### config.mk
export PLATFORM = sky130hd
export DESIGN_NAME = spi_slave
export DESIGN_NICKNAME = d
export VERILOG_FILES = /design/src/rtl/spi_slave.sv
export SDC_FILE = /design/constraint.sdc
export NUM_CORES = 1
export LEC_CHECK = 0
export CAP_MARGIN = 20
export CORE_ASPECT_RATIO = 1.4
export CORE_MARGIN = 2
export CORE_UTILIZATION = 30
export DETAILED_ROUTE_END_ITERATION = 8
export GPL_TIMING_DRIVEN = 0
export PLACE_DENSITY = 0.56
export SETUP_SLACK_MARGIN = 0.05
export SLEW_MARGIN = 20
export SYNTH_ARGS = -nofsm -noshare
export SYNTH_HDL_FRONTEND = slang
export SYNTH_SLANG_ARGS = --single-unit
### constraint.sdc
create_clock -name clk -period 1.3 [get_ports clk]
set_input_delay 0.13 -clock clk [delete_from_list [all_inputs] [get_ports clk]]
set_output_delay 0.13 -clock clk [all_outputs]
set_load 0.005 [all_outputs]
### src/rtl/spi_slave.sv
// SPI mode-0 slave (CPOL=0, CPHA=0, MSB first) feeding the packet controller.
// SPI pins are synchronised into clk; bytes are delivered with a 1-cycle strobe.
module spi_slave #(
    parameter int SYNC_STAGES = 2
) (
    input  logic       clk,
    input  logic       rst,
    input  logic       spi_sck,
    input  logic       spi_cs_n,
    input  logic       spi_mosi,
    output logic       spi_miso,
    output logic       spi_miso_oe,
    input  logic [7:0] spi_c_data_in,
    output logic [7:0] spi_c_data_out,
    output logic       spi_c_data_stb,
    output logic       spi_tsx_start,
    output logic       spi_frame_err
);

    typedef enum logic {
        IDLE   = 1'b0,
        ACTIVE = 1'b1
    } state_t;

    state_t state, state_nxt;

    logic [SYNC_STAGES-1:0] sck_sync;
    logic [SYNC_STAGES-1:0] cs_sync;
    logic [SYNC_STAGES-1:0] mosi_sync;
    logic                   sck_p;
    logic                   cs_p;
    logic                   sck_s;
    logic                   cs_s;
    logic                   mosi_s;
    logic                   rise;
    logic                   fall;
    logic                   cs_fall;

    logic [2:0] bit_cnt;
    logic [7:0] rx_sr;
    logic [7:0] tx_sr;

    // Chains preset to idle pin levels so leaving reset never looks like an edge.
    // NOTE: sequential state uses non-blocking (<=) so every flop samples pre-edge values.
    always_ff @(posedge clk) begin
        if (rst) begin
            sck_sync  <= '0;
            cs_sync   <= '1;
            mosi_sync <= '0;
            sck_p     <= 1'b0;
            cs_p      <= 1'b1;
        end else begin
            sck_sync  <= {sck_sync[SYNC_STAGES-2:0], spi_sck};
            cs_sync   <= {cs_sync[SYNC_STAGES-2:0], spi_cs_n};
            mosi_sync <= {mosi_sync[SYNC_STAGES-2:0], spi_mosi};
            sck_p     <= sck_s;
            cs_p      <= cs_s;
        end
    end

    assign sck_s   = sck_sync[SYNC_STAGES-1];
    assign cs_s    = cs_sync[SYNC_STAGES-1];
    assign mosi_s  = mosi_sync[SYNC_STAGES-1];
    assign rise    = sck_s & ~sck_p;
    assign fall    = ~sck_s & sck_p;
    assign cs_fall = ~cs_s & cs_p;

    always_ff @(posedge clk) begin
        if (rst) begin
            state <= IDLE;
        end else begin
            state <= state_nxt;
        end
    end

    // NOTE: combinational blocks assign a default first so no path infers a latch.
    always_comb begin
        state_nxt = state;
        case (state)
            IDLE:    if (cs_fall) state_nxt = ACTIVE;
            ACTIVE:  if (cs_s)    state_nxt = IDLE;
            default: state_nxt = IDLE;
        endcase
    end

    always_comb begin
        spi_miso    = tx_sr[7];
        spi_miso_oe = 1'b0;
        if (state == ACTIVE && !cs_s) begin
            spi_miso_oe = 1'b1;
        end
    end

    always_ff @(posedge clk) begin
        if (rst) begin
            bit_cnt        <= 3'd0;
            rx_sr          <= 8'h00;
            tx_sr          <= 8'h00;
            spi_c_data_out <= 8'h00;
            spi_c_data_stb <= 1'b0;
            spi_tsx_start  <= 1'b0;
            spi_frame_err  <= 1'b0;
        end else begin
            spi_c_data_stb <= 1'b0;
            spi_tsx_start  <= 1'b0;
            spi_frame_err  <= 1'b0;
            case (state)
                IDLE: begin
                    bit_cnt <= 3'd0;
                    if (cs_fall) begin
                        spi_tsx_start <= 1'b1;
                    end
                end
                ACTIVE: begin
                    if (cs_s) begin
                        // Deselect wins over a same-cycle rise; a partial byte is dropped.
                        bit_cnt       <= 3'd0;
                        rx_sr         <= 8'h00;
                        spi_frame_err <= (bit_cnt != 3'd0);
                    end else if (rise) begin
                        rx_sr   <= {rx_sr[6:0], mosi_s};
                        bit_cnt <= bit_cnt + 3'd1;
                        if (bit_cnt == 3'd7) begin
                            spi_c_data_out <= {rx_sr[6:0], mosi_s};
                            spi_c_data_stb <= 1'b1;
                        end
                    end else if (fall && bit_cnt != 3'd0) begin
                        tx_sr <= {tx_sr[6:0], 1'b0};
                    end else if (bit_cnt == 3'd0 && !sck_s) begin
                        // Transparent load until the byte's first rise, so late replies still make it.
                        tx_sr <= spi_c_data_in;
                    end
                end
                default: bit_cnt <= 3'd0;
            endcase
        end
    end

endmodule

==> flow_summary.toml, run 1 <==
[outcome]
status = "finished clean"

[timing]
setup-tns-final_ps = 0
fin_crit_ps = 1252
slew_viol_final = 0
hold_violations = 0
fin_ws_ps = 47.85
rsz0062_at_grt = "yes"
timing.fmax_mhz = 798.6
slew_headroom_pct = 66.24
worst_pin_slew_ps = 506.5
fin_crit_sh_pct = 96.32
fin_skew_ps = 4.456
setup_viol = 0

[worst_setup_path]
critPathMaxFanout = 8
crit_start = "bit_cnt[0]"
cp.arrival_ps = 1400
start_kind = "flip-flop"
critPathCaptureType = "flip-flop"
r2r_start = "bit_cnt[0]"
r2r-end = "tx_sr[6]"
rr_worst_depth = 5
worstSetupPathType = "flip-flop to flip-flop"
r2r_slack_ps = 50
critPathRequiredTime_ps = 1440

[pwr]
p_total_mw = 2.509
p_switching_mw = 0.4582
p_comb_share_pct = 4.1
p_per_area_mw_per_mm2 = 1221
leakage_nw = 0.8262
clockPowerShare_pct = 48.8
internal_power_mw = 2.051
peakVddDrop_mv = 0.5720
sw_frac_of_total_pct = 18.26
pwr-share-seq_pct = 47.1

[min_path]
min_from = "rst"
min_path_cells = 2
min_path_type = "input port to flip-flop"
min_to = "mosi_sync[0]"

[yosys]
synth_simple_gate_area_share_pct = 19.56
synth_top_area_share_pct = 51.92
synth_compound_area_share_pct = 9.479
synth-seq-area-share_pct = 51.92
netlist_area_sq_mm = 0.001465
synth_xor_area_share_pct = 0.5978
synth.area.top_cells = "dfxtp_1 52%, mux2i_1 12%, nand2b_1 7.3%"
syn_avg_cell_area_sq_um = 10.39
synth.area.mux_share_pct = 11.61
synth_top_flop_cell = "dfxtp_1"
yosys.area_share.adder_pct = 2.562
yosys_register_bits = 38
synth_fp_nets = 157
synth_warnings = 0
netlist.top_cell.by_area = "dfxtp_1"
synth_top_family_by_area = "simple AND/OR/NAND/NOR gates"
async_reset_ff_share_pct = 0
synthDistinctLibCells = 25
synthCells = 141
synth_edf_count = 0

[die]
initial_core_util_pct = 30.73
core-area_sq_mm = 0.004767
die_height_um = 86.69
die_x_um = 63.07
die-area_sq_mm = 0.005467
io_pins = 26
std_cell_rows = 30

[placed_design]
io_buffers = 24
dp_cells = 229
place.gp.congestion = 0.6933
dp_hpwl_mm = 2.036
place_ws_ps = -120.6

[clocking]
cts_sinks = 38
htree_levels = 2
path_clk_slew_ps = 70
cts_hold_buf = 0
worstSkewPairLatency_ps = 290
clockBufferDepth = 2
cts-root-buf = "clkbuf_8"
cts_buffers = 5
cts_tree = "built"

[global_routing]
grt_pass1_vias = 1180
grt_pass1_wl_mm = 5.071
grt_overflow = 0
grtUsageTotal_pct = 11.95
grt_max_degree = 13
antenna_found_initial = 0

[detailed_routing]
drc = 0
vias = 1118
routed.top_layer = "met4"
avgRoutedWirePerCell_um = 12.16
dr_wl_met2_mm = 1.535
wl_met3_um = 135
vias_per_cell = 4.658
wirelength_mm = 2.919
first_pass_iters = 4
ant_nets = 0
met1Wirelength_mm = 1.181
drtIter0Drc = 30

[cells_and_area]
area_growth_pct = 40.31
diodes = 0
fin_nets = 191
drive_gt1_share_pct = 25.00
final_cell_count_no_fill = 240

[job]
cap_violations = 0
[registers in the layout, summed over array words and instances, names as in the netlist]
signal	cells
bit_cnt	3
spi_c_data_out	8
sck_sync	2
cs_p	1
state	1
sck_p	1
cs_sync	2
rx_sr	7
spi_frame_err	1
spi_c_data_stb	1
tx_sr	8
spi_tsx_start	1
mosi_sync	2
[synth_stat cells (2+ instances only)]
master     n
clkbuf_1   2
nand2b_1  17
inv_1     10
ha_1       3
nor3_1     4
a221oi_1   7
and3_1     2
dfxtp_1   38
nor2_1     3
nor2b_1    7
mux2i_1   17
o22ai_1    7
or2_2      3
nand2_1   10
[worst max path at each step]
| stage | endpoint | slack [ps] |
|---|---|---|
| floorplan | tx_sr[0] | 50 |
| global placement | tx_sr[0] | -70 |
| detailed placement | tx_sr[4] | -120 |
| CTS | spi_miso_oe | 10 |
| global route | tx_sr[6] | -10 |
| finish | tx_sr[6] | 50 |
[timing repair]
item                       in CTS  in global routing
setup endpoints to repair      33                 20
pin swaps                       3                  2
resized for setup              30                 18
buffers inserted                2                  1
[cells in the final DEF (no fill, tap or decap), types with 2 or more instances in the layout]
cell type        Yosys  routed
dfxtp_2              0       6
inv_1               10       7
mux2i_2              0       2
clkbuf_8             0       6
a221oi_2             0       5
nor2b_1              7       6
ha_1                 3       2
a221oi_1             7       2
dlymetal6s2s_1       0       2
buf_4                0       4
dlygate4sd2_1        0       9
bufinv_16            0       2
nor3_1               4       4
nor2_1               3       3
o22ai_1              7       7
clkbuf_1             2       2
dfxtp_1             38      29
mux2i_1             17      15
clkdlybuf4s50_1      0      12
nand2_1             10      10
nand2b_1            17      16
inv_4                0       2
dfxtp_4              0       3
or2_2                3       3
[metal layers]
layer | up-vias | track usage [%]
li1 | 551 | -
met4 | 0 | 6.667
met1 | 534 | 12.94
met3 | 7 | 3.117
met2 | 26 | 21.08
met5 | - | 0
[cells by family after synthesis]
group / count (synthesis)
compound gates: 17
flops: 38
xor+xnor: 1
fa+ha+maj: 3
mux: 17
simple gates: 49
buf+inv: 16
[critical path, cell delays in order (launching register included)]
cell and delay, ps:
dfxtp_4 370, inv_4 40, ha_4 150, nor2b_4 130, o21ai_4 280, a221oi_1 140
[power by group through the flow]
stage / Combinational, mW / Clock (mW) / Sequential, mW
2_1_floorplan: 0.0475 / 0 / 1.21
3_3_place_gp: 0.0928 / 0 / 1.21
3_5_place_dp: 0.0941 / 0 / 1.21
4_1_cts: 0.0969 / 1.25 / 1.19
5_1_grt: 0.114 / 1.31 / 1.18
6_report: 0.103 / 1.22 / 1.18
[through the flow]
| step | area [sq um] | utilization [%] | hold WS (ps) |
|---|---|---|---|
| floorplan | 1469 | - | 233.8 |
| detailed placement | 1789 | 37.53 | 397.2 |
| CTS | 1991 | 41.76 | 197.6 |
| global placement | 1789 | 37.53 | 397.4 |
| global route | 2056 | 43.12 | 240.0 |
| finish | 2056 | 43.12 | 208.9 |
[cell type report]
class,instances,area [sq um]
fill,503,2711
clock buffer,6,82.58
buffer,5,33.78
clock inverter,2,60.06
sequential,38,779.5
tap,64,80.08
inverter,11,46.29
timing repair buffer,27,251.5
multi-input combinational,87,721.9
Power figures use the tool's default switching activity.
==> run 2: changes to the inputs <==
--- a/config.mk
+++ b/config.mk
@@ -11,7 +11,7 @@
 export CORE_UTILIZATION = 30
 export DETAILED_ROUTE_END_ITERATION = 8
 export GPL_TIMING_DRIVEN = 0
-export PLACE_DENSITY = 0.56
+export PLACE_DENSITY_LB_ADDON = 0.08
 export SETUP_SLACK_MARGIN = 0.05
 export SLEW_MARGIN = 20
 export SYNTH_ARGS = -nofsm -noshare
==> constraint.sdc (replaced) <==
create_clock -name clk -period 1.1 [get_ports clk]
set_input_delay 0.11 -clock clk [delete_from_list [all_inputs] [get_ports clk]]
set_output_delay 0.11 -clock clk [all_outputs]
set_load 0.005 [all_outputs]
==> run 2 against run 1 <==
Non-clock buffer count grew 8. Sequential share of layout area fell by 2.2 points. Clock skew up 1.5 ps. Combinational power grew 34%. The flow now finishes with violations (setup timing). Die area is the same. Register-to-register slack worse by 180 ps. Critical path type unchanged.
==> flow_summary.toml, run 2 (synthesized netlist as in run 1, its figures left out) <==
[global_routing]
grt_pass1_vias = 1130
grtUsageTotal_pct = 11.55
antenna_found_initial = 0
top_usage_layer = "met2"
grt_overflow = 0
grt_max_degree = 14
grt_pass1_wl_mm = 4.961
grtUsageMet2_pct = 21.08
globalRouteMet1Util_pct = 12.07
met3_usage_pct = 3.766

[worst_setup_path]
worstSetupPathType = "flip-flop to flip-flop"
cp.arrival_ps = 1380
critPathRequiredTime_ps = 1240
critPathCaptureType = "flip-flop"
start_kind = "flip-flop"
critPathMaxFanout = 8

[timing]
fin_crit_ps = 1233
fin_ws_ps = -133.0
setup-tns-final_ps = -1467
setup_viol = 18
fin_crit_sh_pct = 112.1
fin_skew_ps = 5.974
hold_violations = 0
worst_pin_slew_ps = 555.5
timing.fmax_mhz = 811.0
rsz0062_at_grt = "yes"
slew_viol_final = 0
slew_headroom_pct = 62.97

[placed_design]
dp_hpwl_mm = 1.993
place.gp.congestion = 0.6502
place_ws_ps = -270.1
io_buffers = 24

[die]
die_height_um = 86.69
std_cell_rows = 30
initial_core_util_pct = 30.73
io_pins = 26
die-area_sq_mm = 0.005467
die_x_um = 63.07
core-area_sq_mm = 0.004767

[clocking]
cts_sinks = 38
cts-root-buf = "clkbuf_8"
cts_tree = "built"
worstSkewPairLatency_ps = 290
htree_levels = 2
clockBufferDepth = 2
path_clk_slew_ps = 70
cts_buffers = 5

[cells_and_area]
fin_nets = 199
area_growth_pct = 50.13
mostFrequentLayoutCells = "26 x dfxtp_1, 17 x mux2i_1, 15 x nand2b_1"
final_common_cell = "dfxtp_1"
drive_gt1_share_pct = 35.33
diodes = 0
reg.largest.list = "spi_c_data_out x8, tx_sr x8, rx_sr x7"

[detailed_routing]
avgRoutedWirePerCell_um = 12.03
drc = 0
ant_nets = 0
wirelength_mm = 2.983
drtIter0Drc = 29
vias_per_cell = 4.500
vias = 1116
first_pass_iters = 4

[min_path]
min_path_type = "input port to flip-flop"

[pwr]
p_per_area_mw_per_mm2 = 1231
peakVddDrop_mv = 0.7342
leakage_nw = 0.8647

[job]
cap_violations = 0

[outcome]
violations = "setup timing"
status = "finished with violations"
## run 2: cell types whose count changed in the layout (fill, tap and decap cells not counted), sizes merged
| cell | delta |
|---|---|
| buf | +9 |
| clkinvlp | +2 |
| dlygate4sd2 | +2 |
| bufinv | -1 |
| clkbuf | -2 |
| clkdlybuf4s50 | -1 |
| dlymetal6s2s | -1 |
## run 2: what timing repair did
action / 4_1_cts / 5_1_grt
pin swaps: 4 / 8
hold buffers: 0 / 0
resized for setup: 37 / 26
setup endpoints to repair: 40 / 30
buffers inserted: 6 / 5
## run 2: layer usage
metal / share of wire [%] / vias to the layer above
li1: - / 564
met1: 40 / 526
met2: 54 / 21
met3: 4.4 / 5
met4: 1.6 / 0
met5: 0 / -
## run 2: final cells by class
cell class	instances	area [sq um]
Fill cell	471	2567
Clock buffer	5	68.82
Sequential cell	38	785.8
Timing Repair Buffer	35	324.1
Clock inverter	3	45.04
Buffer	5	41.29
Multi-Input combinational cell	87	808.3
Tap cell	64	80.08
Inverter	11	46.29
## run 2: final timing paths
check                     end  slack [ps]  cells after the start        from
hold / removal    sck_sync[0]         190                      2         rst
hold reg to reg    cs_sync[1]         420                      1  cs_sync[0]
setup / recovery     tx_sr[3]        -130                      5  bit_cnt[0]
setup reg to reg     tx_sr[3]        -130                      5  bit_cnt[0]
## run 2: power breakdown
group          internal (mW)  switching (mW)
Clock                  0.674           0.501
Sequential              1.38         0.00956
Combinational         0.0813          0.0566
## run 2: per-stage QoR
| step | instances | util, % | power, mW | hold slack [ps] | cell area (sq um) |
|---|---|---|---|---|---|
| final | 248 | 46.14 | 2.707 | 191.8 | 2200 |
| after global routing | 248 | 46.14 | 2.819 | 251.7 | 2200 |
| after CTS | 243 | 42.83 | 2.739 | 202.0 | 2042 |
| after detailed placement | 229 | 38.32 | 1.549 | 405.2 | 1827 |
| after global placement | 229 | 38.32 | 1.548 | 402.7 | 1827 |
| after floorplan | 141 | - | 1.490 | 213.8 | 1506 |
## run 2: critical path: stages, from the launching register on
cell and delay (ps):
dfxtp_2 340, inv_2 40, ha_4 160, nor2b_4 140
o21ai_4 260, a221oi_1 140
==> run 3: changes to the inputs <==
==> constraint.sdc (replaced) <==
create_clock -name clk -period 1.29 [get_ports clk]
set_input_delay 0.129 -clock clk [delete_from_list [all_inputs] [get_ports clk]]
set_output_delay 0.129 -clock clk [all_outputs]
set_load 0.005 [all_outputs]
==> run 3 against run 2 <==
The flow now finishes without violations. First-iteration DRC count fell by 38%. Largest power group unchanged. Critical endpoint is now tx_sr[0]. Count of clock-buffer cells in the layout rose by 1. Via count fell by 0.72%. Clock skew rose by 2.4 ps. Combinational power fell by 14%. Critical path depth rose by 1. Largest cell class is now sequential cells. Fmax fell by 1.2%. Clock power fell by 28%. Critical path type unchanged. Global-route usage rose by 0.92 points.
==> flow_summary.toml, run 3 (synthesized netlist as in run 1, its figures left out) <==
[global_routing]
grt_pass1_wl_mm = 5.195
grt_overflow = 0
grt_pass1_vias = 1174
antenna_found_initial = 0
grtUsageTotal_pct = 12.47
grt_max_degree = 13

[detailed_routing]
first_pass_iters = 4
drtIter0Drc = 18
drc = 0
vias_per_cell = 4.486
wirelength_mm = 3.052
avgRoutedWirePerCell_um = 12.36
ant_nets = 0
vias = 1108

[placed_design]
dp_cells = 229
place_ws_ps = -158.6
io_buffers = 24
place.gp.congestion = 0.7107
dp_hpwl_mm = 2.135

[cells_and_area]
diodes = 0
reg.largest.list = "spi_c_data_out x8, tx_sr x8, rx_sr x7"
drive_gt1_share_pct = 29.51
mostFrequentLayoutCells = "32 x dfxtp_1, 15 x mux2i_1, 15 x nand2b_1"
fin_nets = 198
seq_area_sq_um = 775.7
multi_input_area_sq_um = 769.5
n_fill_cell = 486
final_common_cell = "dfxtp_1"
area_growth_pct = 44.49
final_cell_count_no_fill = 247

[clocking]
cts_buffers = 5
cts_tree = "built"
htree_levels = 2
worstSkewPairLatency_ps = 290
cts_sinks = 38
path_clk_slew_ps = 80
clockBufferDepth = 2
cts_hold_buf = 0
cts-root-buf = "clkbuf_8"

[timing]
fin_skew_ps = 8.382
slew_viol_final = 0
slew_headroom_pct = 60.09
fin_crit_sh_pct = 96.73
fin_crit_ps = 1248
hold_violations = 0
timing.fmax_mhz = 801.4
fin_ws_ps = 42.23
setup-tns-final_ps = 0
worst_pin_slew_ps = 598.6
setup_viol = 0
rsz0062_at_grt = "yes"

[die]
initial_core_util_pct = 30.73
die_x_um = 63.07
core-area_sq_mm = 0.004767
io_pins = 26
die_height_um = 86.69
std_cell_rows = 30
die-area_sq_mm = 0.005467

[worst_setup_path]
critPathMaxFanout = 3
r2r-end = "tx_sr[0]"
worstSetupPathType = "flip-flop to flip-flop"
rr_worst_depth = 6
critPathCaptureType = "flip-flop"
cp.arrival_ps = 1440
start_kind = "flip-flop"
r2r_slack_ps = 40
r2r_start = "bit_cnt[0]"
critPathRequiredTime_ps = 1480

[pwr]
leakage_nw = 0.8305
peakVddDrop_mv = 0.6944
p_per_area_mw_per_mm2 = 1020

[job]
cap_violations = 0

[min_path]
min_path_type = "input port to flip-flop"
min_path_cells = 2
min_from = "rst"
min_to = "sck_p"

[outcome]
status = "finished clean"
## run 3: worst max path at each step
stage / start / end / slack [ps]
floorplan: bit_cnt[0] / tx_sr[7] / 50
global placement: state / tx_sr[1] / -110
detailed placement: state / tx_sr[1] / -160
CTS: bit_cnt[1] / tx_sr[4] / 20
global route: bit_cnt[0] / tx_sr[7] / -20
finish: bit_cnt[0] / tx_sr[0] / 40
## run 3: through the flow
stage	total power [mW]	hold slack [ps]	utilization, %	cell area (sq um)
final	2.160	224.2	44.41	2117
after global routing	2.248	251.2	44.41	2117
after CTS	2.185	230.5	43.15	2057
after detailed placement	1.320	395.7	37.59	1792
after global placement	1.318	399.0	37.59	1792
after floorplan	1.269	232.8	-	1471
## run 3: area by class of cell
class / instances / share of cell area, %
Buffer: 5 / 1.832
Clock buffer: 6 / 3.901
Multi-Input combinational cell: 87 / 36.35
Clock inverter: 2 / 0.5910
Timing Repair Buffer: 34 / 14.83
Tap cell: 64 / 3.783
Sequential cell: 38 / 36.64
Inverter: 11 / 2.069
## run 3: report_power, final
group | switching [mW] | internal (mW)
Sequential | 0.00802 | 1.18
Clock | 0.423 | 0.429
Combinational | 0.0503 | 0.0673
## run 3: timing repair
action,CTS,global route
pin swaps,7,7
setup buffers,7,3
setup endpoints to repair,36,18
resized for setup,46,11
## run 3: routing by layer
metal | wire length, um | track usage (%)
met5 | 0 | 0
met4 | 60 | 6.061
met3 | 184 | 4.675
met2 | 1680 | 23.40
met1 | 1126 | 11.80
## run 3: critical path: stages, from the launching register on
cell     delay [ps]
dfxtp_2         350
inv_2            50
ha_4            160
nor2b_4         130
buf_6           110
and3_4          160
a32o_1          190
